`config.mk`:
```
export PLATFORM = sky130hd
export DESIGN_NAME = lc3_mem_unit_flat
export DESIGN_NICKNAME = d
export VERILOG_FILES = /design/src/rtl/lc3_mem_unit_if.sv /design/src/rtl/lc3_mem_unit.sv /design/src/flat_wrapper.sv
export SDC_FILE = /design/constraint.sdc
export NUM_CORES = 1
export LEC_CHECK = 0
export BUFFER_PORTS_ARGS = -buffer_cell sky130_fd_sc_hd__clkbuf_2
export CAP_MARGIN = 20
export CORE_UTILIZATION = 46
export DETAILED_ROUTE_END_ITERATION = 12
export PLACE_DENSITY = 0.81
export SYNTH_ARGS = -nofsm -noshare
export SYNTH_HDL_FRONTEND = slang
export SYNTH_SLANG_ARGS = --single-unit
```
`constraint.sdc`:
```
create_clock -name CLK -period 3.5 [get_ports CLK]
set_input_delay 0.7 -clock CLK [delete_from_list [all_inputs] [get_ports CLK]]
set_output_delay 0.7 -clock CLK [all_outputs]
set_load 0.005 [all_outputs]
```
`src/rtl/lc3_mem_unit_if.sv`:
```
// Memory/device fabric port of the LC-3 memory-access unit.
// One request/ack pair each for RAM and the I/O window.
interface lc3_mem_unit_if #(
   parameter int DATA_W = 16,
   parameter int ADDR_W = 16
);
   logic              mem_req;
   logic              io_req;
   logic              acc_we;
   logic [ADDR_W-1:0] acc_addr;
   logic [DATA_W-1:0] acc_wdata;
   logic              mem_ack;
   logic [DATA_W-1:0] mem_rdata;
   logic              io_ack;
   logic [DATA_W-1:0] io_rdata;

   modport master (
      output mem_req, io_req, acc_we,
      output acc_addr, acc_wdata,
      input  mem_ack, mem_rdata,
      input  io_ack, io_rdata
   );

   modport slave (
      input  mem_req, io_req, acc_we,
      input  acc_addr, acc_wdata,
      output mem_ack, mem_rdata,
      output io_ack, io_rdata
   );
endinterface

```
`src/rtl/lc3_mem_unit.sv`:
```
// LC-3 MAR/MDR with request/ack memory port, I/O window decode,
// timeout guard and a READY handshake for the control FSM.
module lc3_mem_unit #(
   parameter int               DATA_W  = 16,
   parameter int               ADDR_W  = 16,
   parameter logic [ADDR_W-1:0] IO_BASE = 16'hFE00,
   parameter int               TIMEOUT = 64,
   parameter int               CNT_W   = 7
) (
   input  logic              CLK,
   input  logic              RST,
   input  logic [DATA_W-1:0] bus_in,
   input  logic              LD_MAR,
   input  logic              LD_MDR,
   input  logic              MIO_EN,
   input  logic              WE,
   output logic [ADDR_W-1:0] mar_out,
   output logic [DATA_W-1:0] mdr_out,
   output logic              READY,
   output logic              ERR,
   lc3_mem_unit_if.master    mem
);

   typedef enum logic [1:0] {
      IDLE,
      REQ,
      DONE
   } state_t;

   state_t            state_q, state_d;
   logic [ADDR_W-1:0] mar_q, mar_d;
   logic [DATA_W-1:0] mdr_q, mdr_d;
   logic [CNT_W-1:0]  cnt_q, cnt_d;
   logic              we_q, we_d;
   logic              io_q, io_d;
   logic              err_q, err_d;

   logic              ack;
   logic [DATA_W-1:0] rdata;

   always_ff @(posedge CLK or negedge RST) begin
      if (!RST) begin
         state_q <= IDLE;
         mar_q   <= '0;
         mdr_q   <= '0;
         cnt_q   <= '0;
         we_q    <= 1'b0;
         io_q    <= 1'b0;
         err_q   <= 1'b0;
      end else begin
         state_q <= state_d;
         mar_q   <= mar_d;
         mdr_q   <= mdr_d;
         cnt_q   <= cnt_d;
         we_q    <= we_d;
         io_q    <= io_d;
         err_q   <= err_d;
      end
   end

   // Only the port selected at request time is listened to.
   assign ack   = io_q ? mem.io_ack : mem.mem_ack;
   assign rdata = io_q ? mem.io_rdata : mem.mem_rdata;

   always_comb begin
      state_d = state_q;
      mar_d   = mar_q;
      mdr_d   = mdr_q;
      cnt_d   = cnt_q;
      we_d    = we_q;
      io_d    = io_q;
      err_d   = err_q;

      // Bus loads are frozen while a request is outstanding.
      if (state_q != REQ) begin
         if (LD_MAR)
            mar_d = bus_in[ADDR_W-1:0];
         if (LD_MDR && !MIO_EN)
            mdr_d = bus_in;
      end

      unique case (state_q)
         IDLE: begin
            if (MIO_EN) begin
               state_d = REQ;
               we_d    = WE;
               io_d    = (mar_q >= IO_BASE);
               cnt_d   = '0;
            end
         end
         REQ: begin
            if (!MIO_EN) begin
               state_d = IDLE;
            end else if (ack) begin
               if (!we_q && LD_MDR)
                  mdr_d = rdata;
               state_d = DONE;
            end else if (cnt_q == CNT_W'(TIMEOUT - 1)) begin
               err_d   = 1'b1;
               state_d = DONE;
            end else begin
               cnt_d = cnt_q + 1'b1;
            end
         end
         DONE: begin
            if (!MIO_EN)
               state_d = IDLE;
         end
         default: state_d = IDLE;
      endcase
   end

   assign mar_out       = mar_q;
   assign mdr_out       = mdr_q;
   assign READY         = (state_q == DONE);
   assign ERR           = err_q;
   assign mem.mem_req   = (state_q == REQ) && !io_q;
   assign mem.io_req    = (state_q == REQ) && io_q;
   assign mem.acc_we    = (state_q == REQ) && we_q;
   assign mem.acc_addr  = mar_q;
   assign mem.acc_wdata = mdr_q;

endmodule

```
`src/flat_wrapper.sv`:
```
// flat-port wrapper written by rule: the top's interface ports become plain ports
module lc3_mem_unit_flat 
#(
   parameter int               DATA_W  = 16,
   parameter int               ADDR_W  = 16,
   parameter logic [ADDR_W-1:0] IO_BASE = 16'hFE00,
   parameter int               TIMEOUT = 64,
   parameter int               CNT_W   = 7
)
  (CLK, RST, bus_in, LD_MAR, LD_MDR, MIO_EN, WE, mar_out, mdr_out, READY, ERR, mem_mem_req, mem_io_req, mem_acc_we, mem_acc_addr, mem_acc_wdata, mem_mem_ack, mem_mem_rdata, mem_io_ack, mem_io_rdata);
  lc3_mem_unit_if #(.DATA_W(DATA_W), .ADDR_W(ADDR_W)) mem_i ();
  input  logic CLK;
  input  logic RST;
  input  logic [DATA_W-1:0] bus_in;
  input  logic LD_MAR;
  input  logic LD_MDR;
  input  logic MIO_EN;
  input  logic WE;
  output logic [ADDR_W-1:0] mar_out;
  output logic [DATA_W-1:0] mdr_out;
  output logic READY;
  output logic ERR;
  output wire logic [$bits(mem_i.mem_req)-1:0] mem_mem_req;
  output wire logic [$bits(mem_i.io_req)-1:0] mem_io_req;
  output wire logic [$bits(mem_i.acc_we)-1:0] mem_acc_we;
  output wire logic [$bits(mem_i.acc_addr)-1:0] mem_acc_addr;
  output wire logic [$bits(mem_i.acc_wdata)-1:0] mem_acc_wdata;
  input wire logic [$bits(mem_i.mem_ack)-1:0] mem_mem_ack;
  input wire logic [$bits(mem_i.mem_rdata)-1:0] mem_mem_rdata;
  input wire logic [$bits(mem_i.io_ack)-1:0] mem_io_ack;
  input wire logic [$bits(mem_i.io_rdata)-1:0] mem_io_rdata;
  assign mem_mem_req = mem_i.mem_req;
  assign mem_io_req = mem_i.io_req;
  assign mem_acc_we = mem_i.acc_we;
  assign mem_acc_addr = mem_i.acc_addr;
  assign mem_acc_wdata = mem_i.acc_wdata;
  assign mem_i.mem_ack = mem_mem_ack;
  assign mem_i.mem_rdata = mem_mem_rdata;
  assign mem_i.io_ack = mem_io_ack;
  assign mem_i.io_rdata = mem_io_rdata;
  lc3_mem_unit #(.DATA_W(DATA_W), .ADDR_W(ADDR_W), .IO_BASE(IO_BASE), .TIMEOUT(TIMEOUT), .CNT_W(CNT_W)) u_core (.CLK(CLK), .RST(RST), .bus_in(bus_in), .LD_MAR(LD_MAR), .LD_MDR(LD_MDR), .MIO_EN(MIO_EN), .WE(WE), .mar_out(mar_out), .mdr_out(mdr_out), .READY(READY), .ERR(ERR), .mem(mem_i));
endmodule
```
## Yosys cells after proc, flatten, opt, wreduce, memory -nomap -nowiden

Cells that the tools add are included.

- Register bits after elaboration: 44
- Logic and storage cells: 54

- Add/sub/neg operators: 1
- Magnitude comparators: 1
- Eq/ne operators: 10
- Muxes and demuxes: 19
- Bitwise logic cells: 1
- Reduce and logical (&&, ||, !) cells: 15

Operators with widths:

| kind | number |
|---|---|
| $mux 16 | 7 |
| $mux 7 | 4 |
| $ge 16x16->1 const B | 1 |
| $pmux 7 s2 | 1 |
| $mux 2 | 5 |
| $ne 2x2->1 const B | 5 |
| $add 7x1->7 const B | 1 |
| $eq 7x6->1 const B | 1 |
| $pmux 2 s3 | 1 |
| $logic_and 1x1->1 | 5 |
| $reduce_and 5->1 | 1 |
| $ne 4x2->1 const B | 1 |
| $reduce_and 2->1 | 2 |
| $reduce_and 4->1 | 1 |
| $logic_not 1->1 | 3 |
| $reduce_and 3->1 | 1 |
| $eq 2x1->1 const B | 1 |
| $eq 2x2->1 const B | 1 |
| $logic_not 2->1 | 1 |
| $ne 2x1->1 const B | 1 |
| $reduce_bool 2->1 | 1 |
| $mux 1 | 1 |
| $not 1->1 | 1 |

## Logic depth before layout (Yosys ltp)

Gate-level depths: netlist of run 1.

- Depth in word-level cells: 8
- Gate-level depth with buffers: 6
- Depth with buffers taken out: 5

## Worst setup path before layout of run 1

OpenSTA, ideal clock, no wires.

- Kind: register -> output
- From: register u_core.io_q
- To: output port mem_io_req
- Arrival time: 1.074 ns
- Setup slack: 1.726 ns
- Stages on the path, launching flop included: 4
- Buffers on the path: 2
- Cell sequence: dfrtp_1 -> buf_2 -> buf_2 -> and2_1

- Cells in the longest elaborated chain, start to end: 1

RTL lines:

| what | line | text |
|---|---|---|
| from (decl) | lc3_mem_unit.sv:35 | `logic io_q, io_d;` |
| from (signal assigned) | lc3_mem_unit.sv:56 | `io_q <= io_d;` |
| $logic_and 1x1->1 | lc3_mem_unit.sv:118 | `assign mem.io_req = (state_q == REQ) && io_q;` |
| to (decl) | flat_wrapper.sv:24 | `output wire logic [$bits(mem_i.io_req)-1:0] mem_io_req;` |

Every way passes these cells.

## Final worst setup path of run 1

- From: register u_core.state_q[0]
- To: output port mem_acc_we

- Cells in the longest elaborated chain, start to end: 2

RTL lines:

| what | line | text |
|---|---|---|
| from (decl) | lc3_mem_unit.sv:30 | `state_t state_q, state_d;` |
| from (signal assigned) | lc3_mem_unit.sv:51 | `state_q <= state_d;` |
| $eq 2x1->1 | lc3_mem_unit.sv:119 | `assign mem.acc_we = (state_q == REQ) && we_q;` |
| $logic_and 1x1->1 | lc3_mem_unit.sv:119 |  |
| to (decl) | flat_wrapper.sv:25 | `output wire logic [$bits(mem_i.acc_we)-1:0] mem_acc_we;` |

Every way passes these cells.

==> flow_summary_export.csv, run 1 <==
group,metric,value,unit
die,num_io_pins,125,
clock_tree,clk_pin_slew,0.08,ns
die,core.rowCount,26,
job,drv_cap,0,
timing,finalHoldViolCount,0,
status,status,"finished, final reports clean",
synthesis,yosysMostFrequentCell,"mux2i_1",
die,die_h,74.8,um
routing,wl,5250,um
pwr,leakage,1.53,nW
routing,drc,0,
clock_tree,cts_tree,"yes",
layout,fin_util,0.583,
clock_tree,cts_sinks,44,
layout,antennaDiodeCount,0,
place,place_congestion,0.841,
timing,finClkSkew,0.00557,ns
clock_tree,cts-resized-gates,0,
synthesis,synth-edff-count,0,
die,die_w,74.8,um
timing,relSlewSlack,0.504,
routing,firstDrtPassIters,4,
pwr,ir_worst_vdd,0.239,mV
synthesis,synthTopCellsByCount,"48 x mux2i_1, 44 x dfrtp_1, 33 x buf_4, 16 x mux2_1, 10 x nand2_1",
grt,antenna_found_initial,0,
grt,track_usage,0.201,
timing,period_minus_slack,2.09,ns
routing,drtAntennaViolNets,0,
critical_path,path_max_fanout,14,
timing,setup_viol,0,
die,dieArea,5590,sq um
grt,first_global_vias,1816,
synthesis,yosys.area.top_type,"dfrtp_1",
clock_tree,cts_setup_buffers,0,
routing,viasPerCell,5.09,
critical_path,worstSetupPathType,"register to primary output",
synthesis,synth_seq_area_share,0.452,
layout,final_layout_size_suffix_gt1_frac,0.462,
synthesis,synthArstFlopShare,1.00,
grt,grt_pass1_wl,8250,um
clock_tree,cts_buffer_depth,2,
synthesis,ys_ff_latch,44,
layout,syn_to_final_growth,22.2,%
routing,drt_iter0_markers,46,
timing,period_share,0.596,
critical_path,endpoint_kind,"primary output",
critical_path,cp.arrival,1.39,ns
place,io_buffers,124,
layout,fillers,444,
routing,routedWlPerCell,14.1,um
critical_path,required,2.80,ns
clock_tree,numCtsBuffers,5,
synthesis,syn_inst,206,
timing,timing.fmax,479,MHz
clock_tree,htreeDepth,2,
clock_tree,holdBufCountCts,0,
hold_path,worstHoldPathType,"input pin to asynchronous set/reset pin",
synthesis,syn-num-nets,263,
timing,final-max-slew-violation-count,0,
clock_tree,cts-root-buf,"clkbuf_8",
pwr,power_density,460,nW/um^2
timing,tns,0,ns
timing,rsz0062_at_grt,"false",
synthesis,syn_area_per_cell,11.8,sq um
grt,grt_overflow_total,0,
die,core,5110,sq um
clock_tree,worstSkewPairLatency,0.29,ns
timing,tightestPinTransition,0.742,ns
layout,fin_nets,358,
synthesis,synth.distinct_cells,37,
synthesis,synth_area_leaders,"dfrtp_1 45%, mux2i_1 20%, buf_4 10%",
synthesis,syn_area,2440,sq um
routing,vias,1889,
die,initial_core_util,0.477,
grt,grt_max_degree,45,
place,dpl.hpwl,3880,um
synthesis,synth_flop_cell,"dfrtp_1",
synthesis,yosysTopAreaCellShare,0.452,
timing,whs,0.360,ns
critical_path,start_kind,"register",
synthesis,synth_warnings,0,
==> state kept, by name (all words and copies together) (netlist names) <==
register        flops
u_core.mdr_out     16
u_core.state_q      2
u_core.io_q         1
u_core.we_q         1
u_core.ERR          1
u_core.cnt_q        7
u_core.mar_out     16
==> kinds of logic (layout without fill, tap and decap cells) <==
| logic type | Yosys count | after routing | share of synthesized area |
|---|---|---|---|
| multiplexers | 67 | 67 | 0.290 |
| flip-flops | 44 | 44 | 0.452 |
| AO/OA/AOI/OAI | 15 | 15 | 0.0488 |
| AND/OR/NAND/NOR | 37 | 37 | 0.0842 |
| buffers and inverters | 42 | 137 | 0.121 |
| adder cells (fa/ha/maj) | 1 | 1 | 0.00513 |
==> final cells by class <==
| type | instances | area, sq um | share of cell area |
|---|---|---|---|
| inverters | 2 | 7.51 | 0.00252 |
| flip-flops and latches | 44 | 1100 | 0.370 |
| multi-input cells | 120 | 1040 | 0.350 |
| repair buffers | 128 | 663 | 0.223 |
| clock buffers | 6 | 72.6 | 0.0244 |
| well taps | 70 | 87.6 | 0.0294 |
| clock inverters | 1 | 5.00 | 0.00168 |
==> report_power, final <==
part	total (mW)	leakage, nW	switching, mW	internal, mW
sequential	0.685	0.538	0.0838	0.601
combinational	0.388	0.946	0.173	0.215
clock	0.298	0.0410	0.162	0.136
total	1.37	1.53	0.419	0.952
==> through the flow <==
| step | instance area, sq um | setup WS, ns | cells | total power, mW |
|---|---|---|---|---|
| detailed placement | 2880 | 1.56 | 363 | 1.09 |
| global placement | 2880 | 1.59 | 363 | 1.07 |
| finish | 2980 | 1.41 | 371 | 1.37 |
| global route | 2980 | 1.33 | 371 | 1.47 |
| floorplan | 2440 | 1.73 | 206 | 0.955 |
| CTS | 2960 | 1.41 | 370 | 1.39 |
==> per-layer routing <==
metal | share of wire | global-route usage | vias to the layer above
met4 | 0.014 | 0.0776 | 0
met3 | 0.053 | 0.0428 | 8
met2 | 0.52 | 0.367 | 80
met1 | 0.42 | 0.228 | 898
met5 | 0 | 0 | -
li1 | - | - | 903
==> critical path, stage by stage (launching register included) <==
cell	delay [ns]
dfrtp_1	0.59
and2b_1	0.25
and2_1	0.14
clkbuf_2	0.10
==> layout by cell type (no fill, tap or decap), types with 2 or more instances in the layout <==
master / Yosys / routed
and2_1: 2 / 2
buf_4: 33 / 3
clkbuf_2: 0 / 124
clkbuf_8: 0 / 5
dfrtp_1: 44 / 44
inv_1: 2 / 2
mux2_1: 16 / 16
mux2_2: 2 / 2
mux2i_1: 48 / 48
nand2_1: 10 / 10
nand2b_1: 2 / 2
nand3_1: 6 / 6
nor2_1: 4 / 4
nor2b_1: 4 / 4
o21ai_0: 3 / 3
o41ai_1: 2 / 2
or4_1: 2 / 2
==> path summary, 6_finish.rpt <==
kind	startpoint	endpoint	slack (ns)	cells past startpoint
worst max-delay path	u_core.state_q[0]	mem_acc_we	1.41	3
worst min-delay path	RST	u_core.state_q[1]	0.36	1
worst max register to register	u_core.state_q[0]	u_core.mar_out[11]	1.63	3
worst min register to register	u_core.ERR	u_core.ERR	0.48	1
max in group asynchronous	RST	u_core.mdr_out[2]	2.63	2
min in group CLK	u_core.ERR	u_core.ERR	0.48	1
Note: power is estimated with default switching activity, not from simulation.
==> run 2, diff against run 1 <==
- ABC_AREA: unset -> 1
- CORE_UTILIZATION: 46 -> 42
- PLACE_DENSITY: 0.81 -> 0.77
- clock period: 3.5 -> 1.8 ns (I/O delays scaled with it)
==> run 2 against run 1 <==
- global-route usage shrank 1.9 points
- synthesized cell count grew 46%
- clock skew grew 0.0017 ns
- area after synthesis grew 7.1%
- worst setup slack lost 1.3 ns
- flip-flop and latch count is the same
- power grew 110%
- routed wire length grew 6.7%
- sequential power grew 97%
- cell count grew 26%
- critical endpoint is now mem_io_req
- largest power group unchanged
- highest routed layer unchanged
==> flow_summary_export.csv, run 2 <==
group,metric,value,unit
status,status,"finished, final reports clean",
timing,rsz0062_at_grt,"false",
timing,period_share,0.915,
layout,antennaDiodeCount,0,
timing,period_minus_slack,1.65,ns
layout,layout_commonest_cell,"clkbuf_2",
layout,layout_common_cells,"124 x clkbuf_2, 72 x nand2_1, 44 x dfrtp_1",
die,die_h,80.9,um
clock_tree,clk_pin_slew,0.08,ns
grt,grt_max_degree,33,
synthesis,syn_area,2610,sq um
grt,first_global_vias,1866,
routing,drc,0,
synthesis,synthArstFlopShare,1.00,
timing,finalHoldViolCount,0,
synthesis,synth_seq_area_share,0.422,
clock_tree,holdBufCountCts,0,
die,dieArea,6540,sq um
job,drv_cap,0,
synthesis,synthTopCellsByCount,"72 x nand2_1, 44 x dfrtp_1, 34 x buf_4, 27 x inv_1, 20 x o21ai_0",
layout,syn_to_final_growth,19.3,%
place,io_buffers,124,
layout,final_layout_size_suffix_gt1_frac,0.438,
place,place_congestion,0.794,
critical_path,rr_worst_depth,5,
critical_path,r2r_start,"u_core.io_q",
routing,drt_iter0_markers,85,
grt,grt_pass1_wl,8820,um
routing,drtAntennaViolNets,0,
layout,fin_nets,449,
critical_path,start_kind,"register",
critical_path,worstSetupPathType,"register to primary output",
clock_tree,worstSkewPairLatency,0.29,ns
clock_tree,cts_tree,"yes",
die,core.rowCount,28,
pwr,leakage,1.71,nW
routing,routedWlPerCell,12.0,um
critical_path,cp.arrival,1.29,ns
grt,antenna_found_initial,0,
grt,track_usage,0.181,
clock_tree,numCtsBuffers,5,
hold_path,worstHoldPathType,"input pin to asynchronous set/reset pin",
critical_path,endpoint_kind,"primary output",
clock_tree,cts-resized-gates,0,
synthesis,yosysTopAreaCellShare,0.422,
synthesis,syn-num-nets,357,
synthesis,synth_warnings,0,
clock_tree,cts_sinks,44,
timing,relSlewSlack,0.628,
die,die_w,80.9,um
synthesis,yosysMostFrequentCell,"nand2_1",
timing,tns,0,ns
routing,firstDrtPassIters,4,
timing,setup_viol,0,
place,dp_slack,0.348,ns
timing,timing.fmax,607,MHz
die,initial_core_util,0.438,
synthesis,synth_area_leaders,"dfrtp_1 42%, nand2_1 10%, buf_4 9.8%",
timing,tightestPinTransition,0.557,ns
die,num_io_pins,125,
synthesis,syn_area_per_cell,8.70,sq um
clock_tree,cts_buffer_depth,2,
clock_tree,cts_setup_buffers,0,
timing,fin_ws,0.153,ns
place,dpl.hpwl,4330,um
synthesis,synth-edff-count,0,
synthesis,ys_ff_latch,44,
synthesis,synth.distinct_cells,25,
critical_path,r2r_slack,0.35,ns
clock_tree,htreeDepth,2,
die,core,5960,sq um
critical_path,path_max_fanout,10,
timing,finClkSkew,0.00731,ns
critical_path,r2r-end,"u_core.mdr_out[6]",
clock_tree,cts-root-buf,"clkbuf_8",
synthesis,synth_flop_cell,"dfrtp_1",
synthesis,yosys.area.top_type,"dfrtp_1",
timing,final-max-slew-violation-count,0,
pwr,power_density,931,nW/um^2
synthesis,syn_inst,300,
pwr,ir_worst_vdd,0.408,mV
critical_path,required,1.44,ns
grt,grt_overflow_total,0,
routing,viasPerCell,4.59,
routing,vias,2147,
routing,wl,5600,um
## run 2: layout make-up
| type | instances | area [sq um] |
|---|---|---|
| Clock buffer | 6 | 82.6 |
| Clock inverter | 2 | 10.0 |
| Fill cell | 586 | 2840 |
| Inverter | 30 | 113 |
| Multi-Input combinational cell | 183 | 1050 |
| Sequential cell | 44 | 1100 |
| Tap cell | 75 | 93.8 |
| Timing Repair Buffer | 128 | 663 |
## run 2: report_power, final
group          total, mW  switching (mW)  internal, mW
Sequential          1.35           0.171          1.18
Clock              0.641           0.334         0.307
Combinational      0.911           0.463         0.449
## run 2: worst max-delay path by stage
stage / from / end / slack [ns] / cells after the start
after floorplan: u_core.cnt_q[0] / u_core.cnt_q[6] / 0.54 / 7
after global placement: mem_mem_ack / u_core.mdr_out[6] / 0.39 / 6
after detailed placement: mem_mem_ack / u_core.mdr_out[13] / 0.35 / 6
after CTS: u_core.io_q / mem_io_req / 0.15 / 4
after global routing: u_core.io_q / mem_io_req / 0.06 / 4
final: u_core.io_q / mem_io_req / 0.15 / 4
## run 2: critical path: stages, from the launching register on
cell and delay, ns:
dfrtp_1 0.45, buf_4 0.27, inv_1 0.06, nor2_1 0.09, clkbuf_2 0.11
## run 2: stage by stage
stage                     instance area, sq um  cells  utilization  hold slack [ns]  power [mW]
final                                     3110    468        0.523           0.0459        2.90
after detailed placement                  3020    460        0.507            0.378        2.29
after floorplan                           2610    300            -           0.0644        2.02
after global routing                      3110    468        0.523           0.0717        3.13
after CTS                                 3110    468        0.523           0.0573        2.94
after global placement                    3020    460        0.507            0.366        2.26
## run 2: cell families after synthesis
logic type / count (synthesis) / synth area share
XOR/XNOR: 2 / 0.00671
AO/OA/AOI/OAI: 54 / 0.131
buffers and inverters: 73 / 0.176
adder cells (fa/ha/maj): 1 / 0.00479
AND/OR/NAND/NOR: 110 / 0.199
multiplexers: 16 / 0.0613
flip-flops: 44 / 0.422
## run 2: per-layer routing
metal | global-route usage | wire, um
met5 | 0 | 0
met4 | 0.0554 | 38
met3 | 0.0371 | 234
met2 | 0.319 | 2900
met1 | 0.221 | 2430
==> run 3, diff against run 2 <==
==> constraint.sdc (replaced) <==
create_clock -name CLK -period 1.8 [get_ports CLK]
set_input_delay 0.18 -clock CLK [delete_from_list [all_inputs] [get_ports CLK]]
set_output_delay 0.18 -clock CLK [all_outputs]
set_load 0.005 [all_outputs]
==> run 3 against run 2 <==
- sequential share of layout area fell by 0.43 points
- worst hold slack improved by 0.063 ns
- die area did not move
- first-iteration DRC count rose by 22%
- critical path type unchanged
- combinational power barely moved
- highest routed layer unchanged
- register-to-register slack improved by 0.04 ns
- clock skew fell by 0.0023 ns
- via count rose by 0.28%
- power rose by 8.2%
==> flow_summary_export.csv, run 3 (synthesized netlist as in run 2, its figures left out) <==
group,metric,value,unit
critical_path,endpoint_kind,"primary output",
place,place_congestion,0.785,
hold_path,worstHoldPathType,"input pin to register",
pwr,power_density,995,nW/um^2
clock_tree,htreeDepth,2,
job,drv_cap,0,
routing,drc,0,
critical_path,rr_worst_depth,5,
clock_tree,cts_sinks,44,
critical_path,start_kind,"register",
routing,vias,2153,
die,initial_core_util,0.438,
critical_path,cp.arrival,1.36,ns
status,status,"finished, final reports clean",
clock_tree,cts_tree,"yes",
layout,fin_nets,449,
critical_path,path_max_fanout,18,
routing,routedWlPerCell,11.8,um
grt,first_global_vias,1892,
clock_tree,worstSkewPairLatency,0.29,ns
critical_path,path_cells,"buf_4 -> inv_1 -> nor2_1 -> clkbuf_2",
clock_tree,cts-root-buf,"clkbuf_8",
timing,timing.fmax,649,MHz
timing,rsz0062_at_grt,"false",
routing,viasPerCell,4.61,
grt,track_usage,0.178,
timing,finalHoldViolCount,0,
layout,layout_common_cells,"124 x clkbuf_2, 72 x nand2_1, 44 x dfrtp_1",
clock_tree,cts_setup_buffers,0,
routing,drt_iter0_markers,104,
timing,finClkSkew,0.00503,ns
layout,layout_commonest_cell,"clkbuf_2",
hold_path,hold_depth,3,
timing,tightestPinTransition,0.519,ns
routing,drtAntennaViolNets,0,
die,core,5960,sq um
place,io_buffers,124,
timing,period_minus_slack,1.54,ns
critical_path,critical-path-slowest-cell,"dfrtp_1",
place,dpl.hpwl,4310,um
die,die_w,80.9,um
layout,syn_to_final_growth,20.7,%
routing,firstDrtPassIters,5,
timing,whs,0.109,ns
grt,grt_overflow_total,0,
critical_path,critPathMaxStageDelay,0.42,ns
routing,wl,5500,um
pwr,leakage,1.72,nW
timing,relSlewSlack,0.654,
clock_tree,numCtsBuffers,5,
layout,fin_util,0.529,
die,die_h,80.9,um
timing,setup_viol,0,
critical_path,required,1.62,ns
die,dieArea,6540,sq um
critical_path,worstSetupPathType,"register to primary output",
layout,antennaDiodeCount,0,
layout,fillers,595,
grt,grt_pass1_wl,8820,um
layout,final_layout_size_suffix_gt1_frac,0.434,
clock_tree,cts_buffer_depth,2,
grt,antenna_found_initial,0,
timing,period_share,0.856,
timing,tns,0,ns
die,core.rowCount,28,
grt,grt_max_degree,33,
clock_tree,clk_pin_slew,0.08,ns
pwr,ir_worst_vdd,0.433,mV
die,num_io_pins,125,
timing,final-max-slew-violation-count,0,
## run 3: changes by cell type in the layout (fill, tap and decap cells not counted)
cell / before / now
clkinv_2: 2 / 0
buf_4: 3 / 2
clkbuf_8: 6 / 5
bufinv_16: 0 / 2
dlygate4sd3_1: 0 / 1
## run 3: final cells by class
type                    instances  area (sq um)  share of cell area
repair buffers                128           666               0.211
inverters                      30           113              0.0357
multi-input cells             183          1050               0.333
clock buffers                   5          68.8              0.0218
clock inverters                 2          60.1              0.0190
flip-flops and latches         44          1100               0.349
well taps                      75          93.8              0.0298
## run 3: worst paths after layout
kind                                  start  slack (ns)            endpoint
worst max-delay path            u_core.io_q        0.26          mem_io_req
worst min-delay path                     WE        0.11         u_core.we_q
worst max register to register  u_core.io_q        0.39  u_core.mdr_out[10]
worst min register to register   u_core.ERR        0.49          u_core.ERR
max in group asynchronous               RST        0.90   u_core.mar_out[0]
min in group asynchronous               RST        0.38   u_core.mar_out[7]
## run 3: per-layer routing
metal | GRT usage | up-vias | share of wire
met3 | 0.0326 | 8 | 0.051
li1 | - | 1106 | -
met1 | 0.224 | 970 | 0.43
met5 | 0 | - | 0
met4 | 0.0786 | 0 | 0.023
met2 | 0.297 | 69 | 0.50
## run 3: timing repair
item                                   4_1_cts  5_1_grt
hold buffers                                 1        0
resized for setup                            0        0
endpoints found under the hold margin       19        0
## run 3: worst max-delay path: cells and delay by family (launching register included)
kind / cells / cell delay [ns]
buf+inv: 3 / 0.54
flops: 1 / 0.42
simple gates: 1 / 0.11
## run 3: through the flow
stage	instances	total power, mW	setup WS [ns]	area, sq um
floorplan	300	2.02	0.541	2610
global placement	459	2.26	0.440	3010
detailed placement	459	2.29	0.395	3010
CTS	467	3.18	0.235	3150
global route	467	3.34	0.172	3150
finish	467	3.14	0.259	3150
## run 3: where the power goes
part	switching [mW]	internal, mW
combinational	0.461	0.450
sequential	0.172	1.18
clock	0.331	0.546
total	0.964	2.17
